## config.mk

```make
export PLATFORM = sky130hd
export DESIGN_NAME = s2mm_frame_addr_gen
export DESIGN_NICKNAME = d
export VERILOG_FILES = /design/src/rtl/s2mm_frame_addr_gen.sv
export SDC_FILE = /design/constraint.sdc
export NUM_CORES = 1
export LEC_CHECK = 0
export BUFFER_PORTS_ARGS = -buffer_cell sky130_fd_sc_hd__buf_4
export CAP_MARGIN = 5
export CORE_MARGIN = 5
export CORE_UTILIZATION = 50
export DETAILED_ROUTE_END_ITERATION = 10
export GPL_ROUTABILITY_DRIVEN = 0
export PLACE_DENSITY = 0.79
export SYNTH_ARGS = -nofsm -noshare
export SYNTH_HDL_FRONTEND = slang
export SYNTH_SLANG_ARGS = --single-unit
```

## constraint.sdc

```tcl
create_clock -name clk -period 3.9 [get_ports clk]
set_clock_uncertainty 0.05 [all_clocks]
set_input_delay 0.585 -clock clk [delete_from_list [all_inputs] [get_ports clk]]
set_output_delay 0.585 -clock clk [all_outputs]
set_load 0.005 [all_outputs]
```

## src/rtl/s2mm_frame_addr_gen.sv

```systemverilog
// Write-side frame sequencer: requests a buffer from the mutex controller on each stream SOF,
// then issues one S2MM datamover write command per image line (addr = base + line*stride).
module s2mm_frame_addr_gen #(
    parameter int C_ADDR_WIDTH  = 32,
    parameter int C_IMG_WBITS   = 12,
    parameter int C_IMG_HBITS   = 12,
    parameter int C_PIXEL_BYTES = 4,
    parameter int C_BTT_WIDTH   = 23
) (
    input  logic                    clk,
    input  logic                    resetn,
    input  logic [C_IMG_WBITS-1:0]  img_width,
    input  logic [C_IMG_HBITS-1:0]  img_height,
    input  logic [C_ADDR_WIDTH-1:0] line_stride,
    input  logic                    s_sof,
    output logic                    frm_sof,
    input  logic [C_ADDR_WIDTH-1:0] frm_addr,
    output logic                    cmd_valid,
    input  logic                    cmd_ready,
    output logic [C_ADDR_WIDTH-1:0] cmd_addr,
    output logic [C_BTT_WIDTH-1:0]  cmd_btt,
    output logic                    busy,
    output logic                    frame_done,
    output logic                    frame_skip,
    output logic                    overrun
);

    localparam int C_PB_SHIFT = $clog2(C_PIXEL_BYTES);

    typedef enum logic [2:0] {
        S_IDLE,
        S_SOF,
        S_LATCH,
        S_CMD,
        S_DONE
    } state_t;

    state_t                  r_state;
    state_t                  w_state_nxt;
    logic                    r_pend_sof,   w_pend_sof_nxt;
    logic [C_IMG_HBITS-1:0]  r_line,       w_line_nxt;
    logic [C_IMG_HBITS-1:0]  r_height,     w_height_nxt;
    logic [C_ADDR_WIDTH-1:0] r_stride,     w_stride_nxt;
    logic [C_ADDR_WIDTH-1:0] r_cmd_addr,   w_cmd_addr_nxt;
    logic [C_BTT_WIDTH-1:0]  r_cmd_btt,    w_cmd_btt_nxt;
    logic                    r_cmd_valid,  w_cmd_valid_nxt;
    logic                    r_frm_sof,    w_frm_sof_nxt;
    logic                    r_busy,       w_busy_nxt;
    logic                    r_frame_done, w_frame_done_nxt;
    logic                    r_frame_skip, w_frame_skip_nxt;
    logic                    r_overrun,    w_overrun_nxt;
    logic                    w_fire;
    logic                    w_last_line;

    assign w_fire      = r_cmd_valid & cmd_ready;
    assign w_last_line = (r_line == r_height - C_IMG_HBITS'(1));

    // NOTE: every always_comb output gets a default first so no path can infer a latch.
    always_comb begin
        w_state_nxt     = r_state;
        w_pend_sof_nxt  = r_pend_sof;
        w_line_nxt      = r_line;
        w_height_nxt    = r_height;
        w_stride_nxt    = r_stride;
        w_cmd_addr_nxt  = r_cmd_addr;
        w_cmd_btt_nxt   = r_cmd_btt;
        w_cmd_valid_nxt = r_cmd_valid;
        w_frame_skip_nxt = 1'b0;
        w_overrun_nxt    = 1'b0;

        unique case (r_state)
            S_IDLE: begin
                if (s_sof || r_pend_sof) begin
                    w_state_nxt    = S_SOF;
                    w_pend_sof_nxt = 1'b0;
                end
            end
            S_SOF: begin
                w_state_nxt = S_LATCH;
            end
            S_LATCH: begin
                w_height_nxt = img_height;
                w_stride_nxt = line_stride;
                if (frm_addr == '0) begin
                    w_frame_skip_nxt = 1'b1;
                    w_state_nxt      = S_IDLE;
                end else if (img_width == '0 || img_height == '0) begin
                    w_state_nxt = S_DONE;
                end else begin
                    w_cmd_addr_nxt  = frm_addr;
                    w_cmd_btt_nxt   = C_BTT_WIDTH'(img_width) << C_PB_SHIFT;
                    w_line_nxt      = '0;
                    w_cmd_valid_nxt = 1'b1;
                    w_state_nxt     = S_CMD;
                end
            end
            S_CMD: begin
                // Address and btt only move on a handshake, keeping the command stable while stalled.
                if (w_fire) begin
                    w_line_nxt     = r_line + C_IMG_HBITS'(1);
                    w_cmd_addr_nxt = r_cmd_addr + r_stride;
                    if (w_last_line) begin
                        w_cmd_valid_nxt = 1'b0;
                        w_state_nxt     = S_DONE;
                    end
                end
            end
            S_DONE: begin
                if (r_pend_sof) begin
                    w_state_nxt    = S_SOF;
                    w_pend_sof_nxt = 1'b0;
                end else begin
                    w_state_nxt = S_IDLE;
                end
            end
            default: begin
                w_state_nxt = S_IDLE;
            end
        endcase

        // A SOF seen mid-frame is remembered once; it overrides the clear above.
        if (s_sof && r_state != S_IDLE) begin
            w_overrun_nxt  = 1'b1;
            w_pend_sof_nxt = 1'b1;
        end

        w_frm_sof_nxt    = (w_state_nxt == S_SOF);
        w_frame_done_nxt = (w_state_nxt == S_DONE);
        w_busy_nxt       = (w_state_nxt != S_IDLE);
    end

    // NOTE: sequential state uses non-blocking assignments only; reset is synchronous.
    always_ff @(posedge clk) begin
        if (!resetn) begin
            r_state      <= S_IDLE;
            r_pend_sof   <= 1'b0;
            r_line       <= '0;
            r_height     <= '0;
            r_stride     <= '0;
            r_cmd_addr   <= '0;
            r_cmd_btt    <= '0;
            r_cmd_valid  <= 1'b0;
            r_frm_sof    <= 1'b0;
            r_busy       <= 1'b0;
            r_frame_done <= 1'b0;
            r_frame_skip <= 1'b0;
            r_overrun    <= 1'b0;
        end else begin
            r_state      <= w_state_nxt;
            r_pend_sof   <= w_pend_sof_nxt;
            r_line       <= w_line_nxt;
            r_height     <= w_height_nxt;
            r_stride     <= w_stride_nxt;
            r_cmd_addr   <= w_cmd_addr_nxt;
            r_cmd_btt    <= w_cmd_btt_nxt;
            r_cmd_valid  <= w_cmd_valid_nxt;
            r_frm_sof    <= w_frm_sof_nxt;
            r_busy       <= w_busy_nxt;
            r_frame_done <= w_frame_done_nxt;
            r_frame_skip <= w_frame_skip_nxt;
            r_overrun    <= w_overrun_nxt;
        end
    end

    assign frm_sof    = r_frm_sof;
    assign cmd_valid  = r_cmd_valid;
    assign cmd_addr   = r_cmd_addr;
    assign cmd_btt    = r_cmd_btt;
    assign busy       = r_busy;
    assign frame_done = r_frame_done;
    assign frame_skip = r_frame_skip;
    assign overrun    = r_overrun;

endmodule

```

==> metrics.cfg <==
[clocking]
cts_max_level=3
post_cts_buffers=0
hold_buffers=0
clk_latency_ps=360
clock_sinks=110
root_buffer=clkbuf_16
cts_resized=0
cts_tree=done
path_clk_slew_ps=70
cts-buffers-inserted=9
clk_path_buf_depth=2

[logic_synthesis]
synth-edff-count=0
ys_types=61
ys_ff_latch=110
synth_warnings=0
syn_inst=836
ys.flop_type=dfxtp_1
synthesis.area_sq_mm=0.00647
yosysSeqAreaShare_pct=34.0
syn_avg_cell_area_sq_um=7.74
async_flop_share_pct=0

[critical_path]
timing.rr.start=cmd_addr[10]
cpMaxStageDelayCell=a2111oi_0
worst_ep_arrival_time_ps=3310
cp-end-kind=flop
cp_top_family=compound AO/OA/AOI/OAI gates
start_kind=flop
path_cells=ha_1 -> a21oi_1 -> o21ai_0 -> a2111oi_0 -> a211oi_1 -> o2111ai_1 -> a31oi_1 -> a21oi_1 -> mux2i_1 -> a21oi_1
cp_common_cell=a21oi_1
crit_buf_inv=0
path_max_fanout=5
crit_start=cmd_addr[10]
path_class=reg -> reg
max_stage_delay_ps=540
critPathRequiredTime_ps=4080

[flow_run]
maxCapViolations=0

[place]
port-buffer-count=141
dp_cells=1115
hpwlAfterDp_mm=13.7
dpl-instance-area_sq_mm=0.00762
place_ws_ps=837

[floorplanning]
die_w_um=124
die_h_um=124
dieArea_sq_mm=0.0153
start_util_pct=51.1
num_io_pins=153
core_area_sq_mm=0.0127
placementRows=41

[final_layout]
antenna_cells=0
stdcell_count=1131
stdcell_area_sq_mm=0.00798
syn_to_final_growth_pct=23.4
drive_gt1_share_pct=18.9
nets=1080

[power]
cellPowerDensity_mw_per_mm2=490
ir_drop_mv=0.398
cellLeakagePower_nw=3.42

[sta]
rsz0062_at_grt=false
finalCritPeriodShare_pct=80.2
worstMarginPinSlew_ps=672
post-route-min-period_ps=3130
worst_slack_ps=771
max_freq_mhz=320
slew_violations=0
relSlewSlack_pct=55.1
setup_violations=0
whs_ps=410
fin_setup_tns_ps=0
report.final.hold_viol_count=0

[grt]
grt_pass1_vias=6108
antenna_found_initial=0
grt_usage_pct=24.3
grt_max_degree=46
grt_overflow=0
grt_pass1_wl_mm=29.8

[detailed_routing]
drt-pass1-iter-count=5
drc=0
routed_wl_mm=18.5
vias_per_cell=5.76
wl_per_cell_um=16.3
dr_total_vias=6514
drtIter0Drc=544
drtAntennaViolNets=0

[hold_path]
min_from=r_stride[15]
hold_class=reg -> reg

[status]
status=complete, no violations

-- worst register-to-register path: stages, from the launching register on --
cell and delay [ps]:
dfxtp_1 340, ha_1 380, a21oi_1 260, o21ai_0 150, a2111oi_0 540, a211oi_1 200
o2111ai_1 340, a31oi_1 200, a21oi_1 240, mux2i_1 220, a21oi_1 80
-- flip-flops by register name, indices dropped and copies added, names as in the netlist --
register    flops
r_height       12
frm_sof         1
r_state         3
cmd_valid       1
cmd_btt        12
r_line         12
overrun         1
busy            1
frame_done      1
frame_skip      1
cmd_addr       32
r_pend_sof      1
r_stride       32
-- report_power, final --
| group | switching, W | internal, W | total (W) |
|---|---|---|---|
| clock network | 0.000432 | 0.000665 | 0.00110 |
| registers | 0.000152 | 0.00129 | 0.00144 |
| logic | 0.000763 | 0.000609 | 0.00137 |
-- placed cells by master (no fill, tap or decap), types with 12 or more instances in the layout --
cell,n
a21o_1,13
a21oi_1,96
a311oi_1,13
a31oi_1,12
buf_4,150
dfxtp_1,110
ha_1,33
inv_1,19
mux2i_1,17
nand2_1,148
nand3_1,18
nor2_1,61
nor3_1,20
nor4_1,19
o21ai_0,32
xnor2_1,26
xor2_1,15
-- cells in the mapped netlist (4+ instances only) --
| cell type | count | share of area (%) |
|---|---|---|
| nor4_1 | 19 | 1.8 |
| or4_1 | 4 | 0.46 |
| and2_1 | 4 | 0.39 |
| and3_1 | 8 | 0.77 |
| a31oi_1 | 12 | 1.2 |
| a21o_1 | 13 | 1.5 |
| o21a_1 | 10 | 1.2 |
| a311oi_1 | 13 | 1.8 |
| nand3_1 | 18 | 1.4 |
| o21ai_0 | 33 | 2.6 |
| nand4_1 | 11 | 1.1 |
| mux2i_1 | 17 | 2.6 |
| nand2_1 | 148 | 8.6 |
| nand2b_1 | 6 | 0.58 |
| clkbuf_1 | 39 | 2.3 |
| xnor2_1 | 26 | 3.5 |
| xor2_1 | 15 | 2.0 |
| inv_1 | 20 | 1.2 |
| buf_4 | 11 | 1.3 |
| dfxtp_1 | 110 | 34 |
| a21oi_1 | 96 | 7.4 |
| ha_1 | 33 | 6.4 |
| nor2_1 | 61 | 3.5 |
| or3_1 | 8 | 0.77 |
| o31ai_1 | 4 | 0.46 |
| nor2b_1 | 11 | 1.1 |
| nor3_1 | 21 | 1.6 |
| a2111oi_0 | 4 | 0.54 |
| a211oi_1 | 9 | 1.0 |
| nor3b_1 | 4 | 0.46 |
| o211ai_1 | 5 | 0.58 |
-- through the flow --
stage | utilization [%] | total power (W)
6_report | 63.0 | 0.00391
5_1_grt | 63.0 | 0.00414
4_1_cts | 63.0 | 0.00392
3_5_place_dp | 60.2 | 0.00282
3_3_place_gp | 60.2 | 0.00280
2_1_floorplan | - | 0.00234
-- area by class of cell --
type | instances | area [sq um]
Inverter | 20 | 75.1
Tap cell | 172 | 215
Sequential cell | 110 | 2200
Clock inverter | 5 | 104
Clock buffer | 11 | 253
Fill cell | 1162 | 4690
Multi-Input combinational cell | 663 | 4010
Timing Repair Buffer | 150 | 1130
-- path summary, 6_finish.rpt --
| path | to | slack, ps | cells past startpoint |
|---|---|---|---|
| worst max register to register | cmd_addr[29] | 770 | 10 |
| worst max-delay path | cmd_addr[29] | 770 | 10 |
| worst min-delay path | r_stride[15] | 410 | 2 |
| worst min register to register | r_stride[15] | 410 | 2 |
-- cell families (layout without fill, tap and decap cells) --
| logic type | Yosys count | after routing | synth area share (%) |
|---|---|---|---|
| other | 1 | 11 | 0.0580 |
| xor gates and xnor gates | 41 | 41 | 5.55 |
| and+or+nand+nor | 336 | 336 | 24.4 |
| buffers and inverters | 73 | 186 | 4.87 |
| AOI/OAI and AO/OA | 223 | 223 | 21.6 |
| muxes | 18 | 18 | 2.80 |
| adders and majority gates | 34 | 34 | 6.69 |
| DFF | 110 | 110 | 34.0 |
-- per-layer routing --
layer | vias to the layer above | track usage [%] | wire length, um
met1 | 3040 | 32.4 | 8110
li1 | 3214 | - | -
met4 | 0 | 6.37 | 371
met3 | 26 | 6.36 | 1360
met2 | 234 | 39.1 | 8620
met5 | - | 0 | 0
Power figures use the tool's default switching activity.
